`src/rtl/fp64_to_int_pipe.sv`:
```
// rtl/fp64_to_int_pipe.sv - three-stage IEEE-754 binary64 to integer converter, per-beat rounding mode
module fp64_to_int_pipe #(
  parameter int OUT_WIDTH  = 64,
  parameter int SIGNED_OUT = 1
) (
  input  logic                 clk,
  input  logic                 rst,
  input  logic                 a_tvalid,
  input  logic [63:0]          a_tdata,
  input  logic [1:0]           a_tuser,
  output logic                 a_tready,
  output logic                 result_tvalid,
  output logic [OUT_WIDTH-1:0] result_tdata,
  output logic [2:0]           result_tuser,
  input  logic                 result_tready
);

  localparam logic [1:0] RM_RNE = 2'b00;
  localparam logic [1:0] RM_RTN = 2'b10;
  localparam logic [1:0] RM_RTP = 2'b11;

  // Largest magnitude allowed for each sign before saturating.
  localparam logic [64:0] LIM_POS = (SIGNED_OUT != 0) ? ((65'd1 << (OUT_WIDTH-1)) - 65'd1)
                                                      : ((65'd1 << OUT_WIDTH) - 65'd1);
  localparam logic [64:0] LIM_NEG = (SIGNED_OUT != 0) ? (65'd1 << (OUT_WIDTH-1)) : 65'd0;
  localparam logic [OUT_WIDTH-1:0] MAX_VAL = (SIGNED_OUT != 0) ? {1'b0, {(OUT_WIDTH-1){1'b1}}}
                                                               : {OUT_WIDTH{1'b1}};
  localparam logic [OUT_WIDTH-1:0] MIN_VAL = (SIGNED_OUT != 0) ? {1'b1, {(OUT_WIDTH-1){1'b0}}}
                                                               : {OUT_WIDTH{1'b0}};

  localparam logic [10:0] EXP_BIG    = 11'd1087;
  localparam logic [10:0] EXP_SMALL  = 11'd1022;
  localparam logic [10:0] EXP_SHIFT0 = 11'd1086;

  logic w_en;
  assign w_en     = result_tready | ~result_tvalid;
  assign a_tready = w_en;

  logic        r1_valid;
  logic        r1_sign;
  logic        r1_nan;
  logic [10:0] r1_exp;
  logic [52:0] r1_mant;
  logic [1:0]  r1_mode;

  always_ff @(posedge clk) begin
    if (rst) begin
      r1_valid <= 1'b0;
    end else if (w_en) begin
      r1_valid <= a_tvalid;
      r1_sign  <= a_tdata[63];
      r1_exp   <= a_tdata[62:52];
      r1_mant  <= {|a_tdata[62:52], a_tdata[51:0]};
      r1_nan   <= (&a_tdata[62:52]) & (|a_tdata[51:0]);
      r1_mode  <= a_tuser;
    end
  end

  // Hidden bit sits at bit 127; shifting right by (63 - e) lands it at bit 64+e, so
  // [127:64] is the integer part, bit 63 the guard and [62:0] the sticky field.
  logic [10:0]  w_shamt;
  logic [127:0] w_shifted;
  logic         w_big;
  logic         w_small;
  logic [63:0]  w_int;
  logic         w_guard;
  logic         w_sticky;

  assign w_shamt   = EXP_SHIFT0 - r1_exp;
  assign w_shifted = {r1_mant, 75'd0} >> w_shamt;
  assign w_big     = (r1_exp >= EXP_BIG);
  assign w_small   = (r1_exp < EXP_SMALL);

  always_comb begin
    w_int    = w_shifted[127:64];
    w_guard  = w_shifted[63];
    w_sticky = |w_shifted[62:0];
    if (w_big || w_small) begin
      w_int    = 64'd0;
      w_guard  = 1'b0;
      w_sticky = w_small & (|r1_mant);
    end
  end

  logic        r2_valid;
  logic        r2_sign;
  logic        r2_nan;
  logic        r2_big;
  logic [1:0]  r2_mode;
  logic [63:0] r2_int;
  logic        r2_guard;
  logic        r2_sticky;

  always_ff @(posedge clk) begin
    if (rst) begin
      r2_valid <= 1'b0;
    end else if (w_en) begin
      r2_valid  <= r1_valid;
      r2_sign   <= r1_sign;
      r2_nan    <= r1_nan;
      r2_big    <= w_big;
      r2_mode   <= r1_mode;
      r2_int    <= w_int;
      r2_guard  <= w_guard;
      r2_sticky <= w_sticky;
    end
  end

  logic                 w_inc;
  logic [64:0]          w_mag;
  logic                 w_ovf;
  logic [OUT_WIDTH-1:0] w_trunc;
  logic [OUT_WIDTH-1:0] w_conv;

  always_comb begin
    w_inc = 1'b0;
    case (r2_mode)
      RM_RNE:  w_inc = r2_guard & (r2_sticky | r2_int[0]);
      RM_RTN:  w_inc = r2_sign & (r2_guard | r2_sticky);
      RM_RTP:  w_inc = ~r2_sign & (r2_guard | r2_sticky);
      default: w_inc = 1'b0;
    endcase
  end

  // Saturation is judged on the rounded magnitude so -2^(N-1) stays representable.
  assign w_mag   = {1'b0, r2_int} + {64'd0, w_inc};
  assign w_ovf   = r2_big | (r2_sign ? (w_mag > LIM_NEG) : (w_mag > LIM_POS));
  assign w_trunc = w_mag[OUT_WIDTH-1:0];
  assign w_conv  = r2_sign ? (OUT_WIDTH'(0) - w_trunc) : w_trunc;

  always_ff @(posedge clk) begin
    if (rst) begin
      result_tvalid <= 1'b0;
      result_tdata  <= '0;
      result_tuser  <= 3'b000;
    end else if (w_en) begin
      result_tvalid <= r2_valid;
      if (r2_valid) begin
        if (r2_nan) begin
          result_tdata <= MAX_VAL;
          result_tuser <= 3'b100;
        end else if (w_ovf) begin
          result_tdata <= r2_sign ? MIN_VAL : MAX_VAL;
          result_tuser <= 3'b010;
        end else begin
          result_tdata <= w_conv;
          result_tuser <= {2'b00, r2_guard | r2_sticky};
        end
      end
    end
  end

endmodule

```
`config.mk`:
```
export PLATFORM = sky130hd
export DESIGN_NAME = fp64_to_int_pipe
export DESIGN_NICKNAME = d
export VERILOG_FILES = /design/src/rtl/fp64_to_int_pipe.sv
export SDC_FILE = /design/constraint.sdc
export NUM_CORES = 1
export LEC_CHECK = 0
export BUFFER_PORTS_ARGS = -buffer_cell sky130_fd_sc_hd__buf_4
export CORE_MARGIN = 2
export CORE_UTILIZATION = 35
export DETAILED_ROUTE_END_ITERATION = 6
export PLACE_DENSITY = 0.49
export SLEW_MARGIN = 20
export SYNTH_ARGS = -nofsm -noshare
export SYNTH_HDL_FRONTEND = slang
export SYNTH_SLANG_ARGS = --single-unit
```
`constraint.sdc`:
```
create_clock -name clk -period 18 [get_ports clk]
set_input_delay 1.8 -clock clk [delete_from_list [all_inputs] [get_ports clk]]
set_output_delay 1.8 -clock clk [all_outputs]
set_load 0.01 [all_outputs]
```
==> metrics.yaml, run 1 <==
yosys:
  syn-cell-area_um2: 18000
  synth-compound-area-share_pct: 18.0
  synth_simple_gate_area_share_pct: 25.0
  synth_cells: 2022
  avgSynthCellArea_um2: 8.89
  synth_nets: 2097
  synthesized_area_fraction_occupied_by_adder_cells_pct: 0.348
  count_of_state_elements_after_synthesis: 209
  synthXorXnorAreaFrac_pct: 5.99
  synth.area.mux_share_pct: 15.5
  sequential_element_share_of_the_synthesized_area_pct: 31.0
  synthFlopType: "sky130_fd_sc_hd__edfxtp_1"
  synthDistinctLibCells: 93
  synth_enable_flop_cells: 139
  synth_top_family_by_area: "simple AND/OR/NAND/NOR gates"
  synthesis.yosys.warnings: 0
  async_reset_ff_share_pct: 0
routing:
  via_per_inst: 6.24
  antenna_left: 0
  route.detailed.wl_per_inst_um: 26.1
  dr.first_iter.drc_count: 2073
  drt-pass1-iter-count: 7
  finalWirelength_um: 72100
  num_vias: 17237
  drt_drc_violations_left: 0
power_and_ir_drop:
  total_leakage_power_nw: 6.90
  maximum_vdd_drop_mv: 0.0722
  powerDensity_nw_per_um2: 76.6
timing:
  fmaxAchievable_ghz: 0.168
  final_critical_path_setup_slack_ps: 12050
  finalCritPeriodShare_pct: 33.1
  whs_ps: 426
  tightest_slew_ps: 1110
  worst_slew_margin_rel_pct: 25.4
  fin_skew_ps: 16.7
  rsz0062_at_grt: "false"
  timing.final.max_slew_violations: 0
  min_period_ps: 5950
  timing.final.hold_violations: 0
  setup_tns_ps: 0
  setup_viol_count_final: 0
clock_tree:
  clkSinkCount: 209
  clock_tree.htree_level_count: 1
  cts.reportedPaths.clkPinSlew_ps: 60
  post-cts-setup-buffer-count: 0
  ctsRootBufferMaster: "sky130_fd_sc_hd__clkbuf_16"
  cts_repair_resize_count: 0
  clock_tree.buffer_depth: 3
  post_cts_hold_buffer_count: 0
  cts_tree: "done"
  clk_latency_ps: 580
  clock_buffer_count_from_cts: 26
place:
  place_congestion: 0.968
  port_buffers: 138
  dp_worst_setup_slack_ps: 12130
  detailedPlacementHpwl_um: 54900
layout:
  num-fill-cells: 5096
  multi_input_area_um2: 11800
  diodes: 0
  layout.cells.most_common_list: "sky130_fd_sc_hd__nor2_1 (196), sky130_fd_sc_hd__nand2_1 (185), sky130_fd_sc_hd__buf_4 (171)"
  layout-drive-gt1-share_pct: 18.9
  layout.cells.most_common: "sky130_fd_sc_hd__nor2_1"
  flip_flop_and_latch_area_um2: 5580
  final_net_count: 2139
  synthesis_to_finish_area_growth_pct: 13.6
floorplan:
  design.core.area_um2: 51000
  dieHeight_um: 231
  core.rowCount: 83
  floorplan.initialDensity_pct: 35.2
  top_level_ports: 139
  die-area_um2: 53200
  die_width_um: 231
setup_path:
  critPathCaptureType: "register"
  crit_required_ps: 18480
  timing.critical_path.fanout_max: 60
  criticalPathCategory: "register to register"
  timing.critical_path.arrival_ps: 6430
  setup.worst_path.start_class: "register"
min_path:
  worst_hold_path_class: "register to register"
grt:
  grt_antenna_before_repair: 1
  overflow: 0
  grt_max_degree: 90
  global_route_wire_length_before_repair_um: 108000
  grt_pass1_vias: 16426
  grt_use_total_pct: 26.4
outcome:
  run_status: "finished clean"
job:
  max-cap-violations: 0
report_power, final:
part / switching [W] / internal (W) / leakage (nW)
clock network: 0.000217 / 0.000309 / 0.422
registers: 0.0000394 / 0.000541 / 1.96
logic: 0.000290 / 0.000167 / 4.52
total: 0.000546 / 0.00102 / 6.90
synth_stat cells (6+ instances only):
| cell type | instances | area share, % |
|---|---|---|
| sky130_fd_sc_hd__nor2_1 | 197 | 4.1 |
| sky130_fd_sc_hd__nand2_1 | 185 | 3.9 |
| sky130_fd_sc_hd__edfxtp_1 | 139 | 23 |
| sky130_fd_sc_hd__clkbuf_1 | 108 | 2.3 |
| sky130_fd_sc_hd__mux2i_1 | 108 | 6.0 |
| sky130_fd_sc_hd__nand3_1 | 106 | 3.0 |
| sky130_fd_sc_hd__a21oi_1 | 95 | 2.6 |
| sky130_fd_sc_hd__nor3_1 | 80 | 2.2 |
| sky130_fd_sc_hd__xnor2_1 | 79 | 3.9 |
| sky130_fd_sc_hd__o21ai_0 | 76 | 2.1 |
| sky130_fd_sc_hd__dfxtp_1 | 70 | 7.8 |
| sky130_fd_sc_hd__mux4_2 | 69 | 8.6 |
| sky130_fd_sc_hd__nor4_1 | 68 | 2.4 |
| sky130_fd_sc_hd__nand4_1 | 57 | 2.0 |
| sky130_fd_sc_hd__a211oi_2 | 47 | 3.3 |
| sky130_fd_sc_hd__o22ai_1 | 43 | 1.5 |
| sky130_fd_sc_hd__xor2_1 | 42 | 2.0 |
| sky130_fd_sc_hd__and3_1 | 34 | 1.2 |
| sky130_fd_sc_hd__buf_2 | 25 | 0.70 |
| sky130_fd_sc_hd__nand2b_1 | 25 | 0.87 |
| sky130_fd_sc_hd__a211oi_1 | 22 | 0.92 |
| sky130_fd_sc_hd__inv_1 | 19 | 0.40 |
| sky130_fd_sc_hd__a31oi_1 | 17 | 0.59 |
| sky130_fd_sc_hd__and4_1 | 17 | 0.83 |
| sky130_fd_sc_hd__buf_1 | 16 | 0.33 |
| sky130_fd_sc_hd__o211ai_1 | 15 | 0.63 |
| sky130_fd_sc_hd__and2_1 | 14 | 0.49 |
| sky130_fd_sc_hd__or3_1 | 14 | 0.49 |
| sky130_fd_sc_hd__or4_1 | 14 | 0.58 |
| sky130_fd_sc_hd__mux2_2 | 13 | 0.81 |
| sky130_fd_sc_hd__a22oi_1 | 11 | 0.46 |
| sky130_fd_sc_hd__o31a_1 | 11 | 0.54 |
| sky130_fd_sc_hd__o32ai_1 | 11 | 0.54 |
| sky130_fd_sc_hd__nor2b_1 | 10 | 0.35 |
| sky130_fd_sc_hd__o31ai_1 | 8 | 0.33 |
| sky130_fd_sc_hd__a21o_1 | 7 | 0.29 |
| sky130_fd_sc_hd__nor4_2 | 7 | 0.49 |
| sky130_fd_sc_hd__o2111ai_1 | 7 | 0.34 |
| sky130_fd_sc_hd__o21a_1 | 7 | 0.29 |
| sky130_fd_sc_hd__or2_2 | 7 | 0.24 |
| sky130_fd_sc_hd__nand4b_1 | 6 | 0.29 |
registers in the layout, summed over array words and instances, names as in the netlist:
| register | flops |
|---|---|
| r2_int | 64 |
| result_tdata | 64 |
| r1_mant | 53 |
| r1_exp | 11 |
| result_tuser | 3 |
| r1_mode | 2 |
| r2_mode | 2 |
| r1_nan | 1 |
| r1_sign | 1 |
| r1_valid | 1 |
| r2_big | 1 |
| r2_guard | 1 |
| r2_nan | 1 |
| r2_sign | 1 |
| r2_sticky | 1 |
| r2_valid | 1 |
| result_tvalid | 1 |
path summary, 6_finish.rpt:
| path | from | to | slack, ps | depth (start not counted) |
|---|---|---|---|---|
| max | r2_sign | result_tdata[52] | 12050 | 17 |
| min | r1_nan | r2_nan | 430 | 0 |
| max reg2reg | r2_sign | result_tdata[52] | 12050 | 17 |
| min reg2reg | r1_nan | r2_nan | 430 | 0 |
worst max-delay path, stage by stage (launching register included):
cell and delay [ps]:
sky130_fd_sc_hd__edfxtp_1 420, sky130_fd_sc_hd__inv_2 320, sky130_fd_sc_hd__nand2_1 110, sky130_fd_sc_hd__xnor2_1 150, sky130_fd_sc_hd__nor3_1 140, sky130_fd_sc_hd__ha_1 270
sky130_fd_sc_hd__ha_1 330, sky130_fd_sc_hd__and3_1 380, sky130_fd_sc_hd__nand4_1 130, sky130_fd_sc_hd__buf_4 220, sky130_fd_sc_hd__or4_1 750, sky130_fd_sc_hd__o31a_1 380
sky130_fd_sc_hd__nor2_1 440, sky130_fd_sc_hd__and4_2 380, sky130_fd_sc_hd__nand2_2 120, sky130_fd_sc_hd__o31a_1 420, sky130_fd_sc_hd__a21o_4 540, sky130_fd_sc_hd__a2111oi_4 300
through the flow:
| stage | util, % | cells | total power [W] | cell area, um2 |
|---|---|---|---|---|
| final | 40.0 | 2764 | 0.00156 | 20400 |
| after CTS | 40.0 | 2764 | 0.00157 | 20400 |
| after detailed placement | 38.3 | 2716 | 0.00103 | 19600 |
| after global routing | 40.0 | 2764 | 0.00162 | 20400 |
| after global placement | 38.3 | 2716 | 0.00103 | 19600 |
| after floorplan | - | 2022 | 0.000869 | 18000 |
area by class of cell:
type                       count  share of cell area, %
multi-input combinational   1633                   57.6
sequential                   209                   27.3
timing repair buffer         172                   6.35
tap                          680                   4.17
clock buffer                  36                   3.53
clock inverter                12                  0.632
inverter                      22                  0.405
layer usage:
metal | global-route usage, % | part of all wire [%] | up-vias
met1 | 34.6 | 42 | 8354
met5 | 0 | 0.024 | -
met3 | 2.80 | 5.8 | 165
li1 | - | - | 7915
met4 | 11.3 | 4.9 | 2
met2 | 44.2 | 47 | 801
kinds of logic after synthesis:
group                    after synthesis
AND/OR/NAND/NOR                      871
AO/OA/AOI/OAI                        445
adder cells (fa/ha/maj)                5
XOR/XNOR                             122
multiplexers                         190
buffers and inverters                180
flip-flops                           209
(Power assumes the default switching activity.)
==> run 2: changes to the inputs <==
Clock period 18 ns to 5.97 ns, I/O delays scaled along.
==> metrics.yaml, run 2 (synthesis results as in run 1) <==
setup_path:
  crit_required_ps: 6430  # was 18480 ps
  timing.critical_path.arrival_ps: 5950  # was 6430 ps
  timing.critical_path.fanout_max: 30  # was 60
  critical_path_start: "r2_sign"  # unchanged
  critPathCaptureType: "register"  # unchanged
  reg2reg_launch_point: "r2_sign"  # unchanged
  internal_reg_to_reg_setup_slack_ps: 470  # was 12050 ps
  criticalPathCategory: "register to register"  # unchanged
  setup.worst_path.start_class: "register"  # unchanged
grt:
  grt_antenna_before_repair: 2  # was 1
  grt_pass1_vias: 16328  # was 16426
  overflow: 0  # unchanged
  grt_use_total_pct: 26.6  # was 26.4%
  grt_max_degree: 97  # was 90
  global_route_wire_length_before_repair_um: 109000  # was 108000 um
clock_tree:
  post_cts_hold_buffer_count: 0  # unchanged
  clk_latency_ps: 560  # was 580 ps
  cts_tree: "done"  # unchanged
  clock_buffer_count_from_cts: 24  # was 26
  clock_tree.buffer_depth: 3  # unchanged
  clkSinkCount: 209  # unchanged
  ctsRootBufferMaster: "sky130_fd_sc_hd__clkbuf_16"  # unchanged
  clock_tree.htree_level_count: 1  # unchanged
  cts.reportedPaths.clkPinSlew_ps: 60  # about the same
floorplan:
  die-area_um2: 53200  # unchanged
  floorplan.initialDensity_pct: 35.2  # unchanged
  die_width_um: 231  # unchanged
  top_level_ports: 139  # unchanged
  core.rowCount: 83  # unchanged
  design.core.area_um2: 51000  # unchanged
  dieHeight_um: 231  # unchanged
timing:
  tightest_slew_ps: 1160  # was 1110 ps
  finalCritPeriodShare_pct: 92.1  # was 33.1%
  min_period_ps: 5500  # was 5950 ps
  timing.final.hold_violations: 0  # unchanged
  fmaxAchievable_ghz: 0.182  # was 0.168 GHz
  whs_ps: 223  # was 426 ps
  fin_skew_ps: 31.8  # was 16.7 ps
  setup_tns_ps: 0  # unchanged
  timing.final.max_slew_violations: 0  # unchanged
  setup_viol_count_final: 0  # unchanged
  worst_slew_margin_rel_pct: 22.5  # was 25.4%
  rsz0062_at_grt: "false"  # unchanged
routing:
  drt_drc_violations_left: 0  # unchanged
  via_per_inst: 6.18  # was 6.24
  num_vias: 17229  # was 17237
  drt-pass1-iter-count: 6  # was 7
  route.detailed.wl_per_inst_um: 26.0  # was 26.1 um
  dr.first_iter.drc_count: 1910  # was 2073
  finalWirelength_um: 72500  # was 72100 um
  antenna_left: 0  # unchanged
layout:
  layout.cells.most_common: "sky130_fd_sc_hd__nor2_1"  # unchanged
  largest_registers: "r2_int x64, result_tdata x64, r1_mant x53"  # unchanged
  layout-drive-gt1-share_pct: 19.5  # was 18.9%
  num-fill-cells: 5150  # was 5096
  final_net_count: 2163  # was 2139
  multi_input_area_um2: 11800  # about the same
  diodes: 0  # unchanged
  layout.cells.most_common_list: "sky130_fd_sc_hd__nor2_1 (196), sky130_fd_sc_hd__buf_4 (193), sky130_fd_sc_hd__nand2_1 (185)"  # was sky130_fd_sc_hd__nor2_1 (196), sky130_fd_sc_hd__nand2_1 (185), sky130_fd_sc_hd__buf_4 (171)
  flip_flop_and_latch_area_um2: 5580  # unchanged
  synthesis_to_finish_area_growth_pct: 14.4  # was 13.6%
  postLayoutCoreUtil_pct: 40.3  # was 40.0%
power_and_ir_drop:
  total_leakage_power_nw: 6.99  # was 6.90 nW
  maximum_vdd_drop_mv: 0.228  # was 0.0722 mV
  share_comb_of_total_power_pct: 31.1  # was 29.2%
  switching_fraction_pct: 35.0  # was 34.9%
  power.sequential.fraction_pct: 38.4  # was 37.1%
  switching_power_w: 0.00159  # was 0.000546 W
  cell_internal_pwr_w: 0.00295  # was 0.00102 W
  powerDensity_nw_per_um2: 221  # was 76.6 nW/um2
  clock_power_share_pct: 30.5  # was 33.6%
min_path:
  worst_hold_path_class: "input port to register"  # was register to register
  min_from: "a_tuser[1]"  # was r1_nan
place:
  detailedPlacementHpwl_um: 56200  # was 54900 um
  port_buffers: 138  # unchanged
  place_congestion: 0.975  # was 0.968
outcome:
  run_status: "finished clean"  # unchanged
job:
  max-cap-violations: 0  # unchanged
## run 2: changes by cell type in the layout (fill, tap and decap cells not counted), sizes merged
cell	previous run	this run
clkinv	8	14
bufinv	2	1
a21o	7	8
buf	172	197
inv	24	22
clkbuf	36	29
## run 2: stage by stage
step                      setup slack (ps)  std cells  area (um2)  total power (W)
after floorplan                        799       2022       18000          0.00262
after global placement                 382       2740       19800          0.00315
after detailed placement               204       2740       19800          0.00315
after CTS                              162       2784       20500          0.00455
after global routing                  44.1       2786       20500          0.00472
final                                  471       2786       20500          0.00454
## run 2: area by class of cell
class,instances,area share (%)
sequential,209,27.1
inverter,22,0.402
clock buffer,29,3.12
clock inverter,15,0.444
tap,680,4.14
multi-input combinational,1634,57.3
timing repair buffer,197,7.44
## run 2: what timing repair did
| action | 4_1_cts | 5_1_grt |
|---|---|---|
| endpoints found under the setup margin | 0 | 61 |
| resized for setup | 0 | 4 |
| setup buffers | 0 | 1 |
## run 2: path summary, 6_finish.rpt
check	endpoint	cells past startpoint
setup / recovery	result_tdata[31]	16
setup reg to reg	result_tdata[31]	16
hold / removal	r1_mode[1]	1
hold reg to reg	r2_mode[1]	0
## run 2: metal layers
| metal | vias up | wire, um | GRT usage, % |
|---|---|---|---|
| met1 | 8404 | 30100 | 34.4 |
| met3 | 132 | 3950 | 2.48 |
| met2 | 741 | 34900 | 45.3 |
| met4 | 2 | 3500 | 11.7 |
| li1 | 7950 | - | - |
| met5 | - | 11 | 0 |
## run 2: power groups by stage
stage	combinational, W	sequential [W]	clock [W]
floorplan	0.000888	0.00173	0
global placement	0.00138	0.00177	0
detailed placement	0.00138	0.00177	0
CTS	0.00138	0.00174	0.00143
global route	0.00149	0.00176	0.00148
finish	0.00141	0.00174	0.00139
## run 2: critical path, stage by stage (launching register included)
cell and delay (ps):
sky130_fd_sc_hd__edfxtp_1 390, sky130_fd_sc_hd__inv_2 70, sky130_fd_sc_hd__nand2_1 50, sky130_fd_sc_hd__xnor2_1 120
sky130_fd_sc_hd__nor3_1 150, sky130_fd_sc_hd__ha_1 270, sky130_fd_sc_hd__ha_1 320, sky130_fd_sc_hd__nand3_1 280
sky130_fd_sc_hd__nor4_4 490, sky130_fd_sc_hd__o21ai_0 250, sky130_fd_sc_hd__a211oi_1 440, sky130_fd_sc_hd__o21ai_1 240
sky130_fd_sc_hd__or4_1 720, sky130_fd_sc_hd__nand3b_4 300, sky130_fd_sc_hd__o31a_1 490, sky130_fd_sc_hd__a21o_2 540
sky130_fd_sc_hd__a211oi_2 250
==> run 3: changes to the inputs <==
Settings changed: CELL_PAD_IN_SITES_DETAIL_PLACEMENT set to 0, CELL_PAD_IN_SITES_GLOBAL_PLACEMENT set to 1, CORE_MARGIN 2 to 3, PLACE_DENSITY 0.49 to 0.65.
==> metrics.yaml, run 3 (synthesis results as in run 1) <==
outcome:
  violated_checks: "DRC"
  run_status: "finished with violations"  # was finished clean
power_and_ir_drop:
  clock_power_share_pct: 32.2  # was 30.5%
  powerDensity_nw_per_um2: 226  # was 221 nW/um2
  switching_power_w: 0.00165  # was 0.00159 W
  power.sequential.fraction_pct: 37.6  # was 38.4%
  total_leakage_power_nw: 6.98  # was 6.99 nW
  power_w: 0.00465  # was 0.00454 W
  switching_fraction_pct: 35.5  # was 35.0%
  maximum_vdd_drop_mv: 0.330  # was 0.228 mV
  cell_internal_pwr_w: 0.00300  # was 0.00295 W
  share_comb_of_total_power_pct: 30.2  # was 31.1%
timing:
  fin_skew_ps: 16.6  # was 31.8 ps
  timing.final.max_slew_violations: 0  # unchanged
  final_critical_path_setup_slack_ps: 373  # was 471 ps
  fmaxAchievable_ghz: 0.179  # was 0.182 GHz
  min_period_ps: 5600  # was 5500 ps
  tightest_slew_ps: 1070  # was 1160 ps
  setup_viol_count_final: 0  # unchanged
  timing.final.hold_violations: 0  # unchanged
  worst_slew_margin_rel_pct: 28.2  # was 22.5%
  rsz0062_at_grt: "true"  # was false
  finalCritPeriodShare_pct: 93.7  # was 92.1%
layout:
  layout.cells.most_common: "sky130_fd_sc_hd__nor2_1"  # unchanged
  num-fill-cells: 5060  # was 5150
  multi_input_area_um2: 11800  # about the same
  layout-drive-gt1-share_pct: 19.8  # was 19.5%
  layout.cells.most_common_list: "sky130_fd_sc_hd__nor2_1 (196), sky130_fd_sc_hd__buf_4 (190), sky130_fd_sc_hd__nand2_1 (185)"  # was sky130_fd_sc_hd__nor2_1 (196), sky130_fd_sc_hd__buf_4 (193), sky130_fd_sc_hd__nand2_1 (185)
  synthesis_to_finish_area_growth_pct: 14.5  # was 14.4%
  final_net_count: 2161  # was 2163
  flip_flop_and_latch_area_um2: 5580  # unchanged
  largest_registers: "r2_int x64, result_tdata x64, r1_mant x53"  # unchanged
  design_area_um2: 20600  # was 20500 um2
clock_tree:
  clk_latency_ps: 570  # was 560 ps
  clock_buffer_count_from_cts: 26  # was 24
  post-cts-setup-buffer-count: 0  # unchanged
  clkSinkCount: 209  # unchanged
  clock_tree.buffer_depth: 3  # unchanged
  cts_tree: "done"  # unchanged
  cts.reportedPaths.clkPinSlew_ps: 60  # about the same
  post_cts_hold_buffer_count: 0  # unchanged
  cts_repair_resize_count: 0  # unchanged
  clock_tree.htree_level_count: 1  # unchanged
  ctsRootBufferMaster: "sky130_fd_sc_hd__clkbuf_16"  # unchanged
setup_path:
  timing.critical_path.fanout_max: 12  # was 30
  reg2reg_launch_point: "r2_sign"  # unchanged
  critical_path.cell_chain: "inv_2 -> nand2_1 -> xnor2_1 -> nor3_1 -> ha_1 -> ha_1 -> and3_1 -> nand4_1 -> or4_1 -> nor4_4 -> xnor2_1 -> nor4_1 -> nand4_1 -> o211ai_2 -> buf_4 -> nor2_2 -> buf_4 -> a2111oi_0"  # was inv_2 -> nand2_1 -> xnor2_1 -> nor3_1 -> ha_1 -> ha_1 -> nand3_1 -> nor4_4 -> o21ai_0 -> a211oi_1 -> o21ai_1 -> or4_1 -> nand3b_4 -> o31a_1 -> a21o_2 -> a211oi_2
  internal_reg_to_reg_setup_slack_ps: 370  # was 470 ps
  timing.critical_path.arrival_ps: 6030  # was 5950 ps
  critPathCaptureType: "register"  # unchanged
  worstPathBufferInverterCount: 3  # was 1
  critical_path_start: "r2_sign"  # unchanged
  criticalPathCategory: "register to register"  # unchanged
  critical-path-slowest-cell: "sky130_fd_sc_hd__or4_1"  # unchanged
  crit_required_ps: 6400  # was 6430 ps
  capture_point_of_the_worst_reg_to_reg_path: "result_tdata[1]"  # was result_tdata[31]
  ff2ff_path_depth: 18  # was 16
  timing.critical_path.max_delay_family: "simple AND/OR/NAND/NOR gates"  # was compound AO/OA/AOI/OAI gates
  setup.worst_path.start_class: "register"  # unchanged
  slowest_delay_ps: 850  # was 720 ps
place:
  port_buffers: 138  # unchanged
  place_area_um2: 19800  # about the same
  dp_worst_setup_slack_ps: 236  # was 204 ps
  place_congestion: 0.984  # was 0.975
  detailedPlacementHpwl_um: 55600  # was 56200 um
grt:
  grt_pass1_vias: 16585  # was 16328
  grt_max_degree: 140  # was 97
  global_route_wire_length_before_repair_um: 109000  # about the same
  grt_antenna_before_repair: 2  # unchanged
  grt_use_total_pct: 26.1  # was 26.6%
  overflow: 0  # unchanged
min_path:
  worst_hold_path_class: "input port to register"  # unchanged
  worstHoldEndpoint: "r1_sign"  # was r1_mode[1]
  worstHoldPathCells: 1  # unchanged
  min_from: "a_tdata[63]"  # was a_tuser[1]
routing:
  num_vias: 17380  # was 17229
  dr.first_iter.drc_count: 1925  # was 1910
  via_per_inst: 6.25  # was 6.18
  antenna_left: 0  # unchanged
  finalWirelength_um: 72100  # was 72500 um
  drt_drc_violations_left: 4  # was 0
  route.detailed.wl_per_inst_um: 26.0  # about the same
  drt-pass1-iter-count: 7  # was 6
floorplan:
  die-area_um2: 54100  # was 53200 um2
  floorplan.initialDensity_pct: 35.6  # was 35.2%
  dieHeight_um: 233  # was 231 um
  top_level_ports: 139  # unchanged
  die_width_um: 233  # was 231 um
  design.core.area_um2: 50500  # was 51000 um2
  core.rowCount: 82  # was 83
job:
  max-cap-violations: 0  # unchanged
==> run 3: cell type report <==
cell class | count | area share, %
timing repair buffer | 194 | 7.32
multi-input combinational | 1633 | 57.2
tap | 672 | 4.09
antenna | 1 | 0.0122
clock inverter | 18 | 0.675
clock buffer | 30 | 3.24
sequential | 209 | 27.1
inverter | 22 | 0.401
==> run 3: worst max path at each step <==
stage                            end  slack [ps]  cells after the start
floorplan           result_tdata[53]         800                     19
global placement     result_tdata[1]         420                     19
detailed placement   result_tdata[1]         240                     19
CTS                  result_tdata[1]         190                     19
global route         result_tdata[1]         -90                     19
finish               result_tdata[1]         370                     18
==> run 3: stage by stage <==
step / util [%] / std cells / hold slack, ps / setup TNS [ps]
floorplan: - / 2022 / 400 / 0
global placement: 39.1 / 2730 / 410 / 0
detailed placement: 39.1 / 2730 / 417 / 0
CTS: 40.7 / 2778 / 155 / 0
global route: 40.8 / 2778 / 176 / -94.1
finish: 40.8 / 2779 / 204 / 0
==> run 3: per-layer routing <==
metal | vias to the layer above | GRT usage [%] | routed length (um)
met5 | - | 0 | 13
met4 | 2 | 11.3 | 3750
met3 | 184 | 3.21 | 4420
met2 | 802 | 43.5 | 33900
met1 | 8426 | 34.0 | 30000
li1 | 7966 | - | -
==> run 3: power by group through the flow <==
stage | Sequential [W] | Clock [W] | Combinational (W)
6_report | 0.00175 | 0.00150 | 0.00140
4_1_cts | 0.00174 | 0.00155 | 0.00137
3_5_place_dp | 0.00177 | 0 | 0.00137
3_3_place_gp | 0.00177 | 0 | 0.00137
5_1_grt | 0.00176 | 0.00160 | 0.00149
2_1_floorplan | 0.00173 | 0 | 0.000888
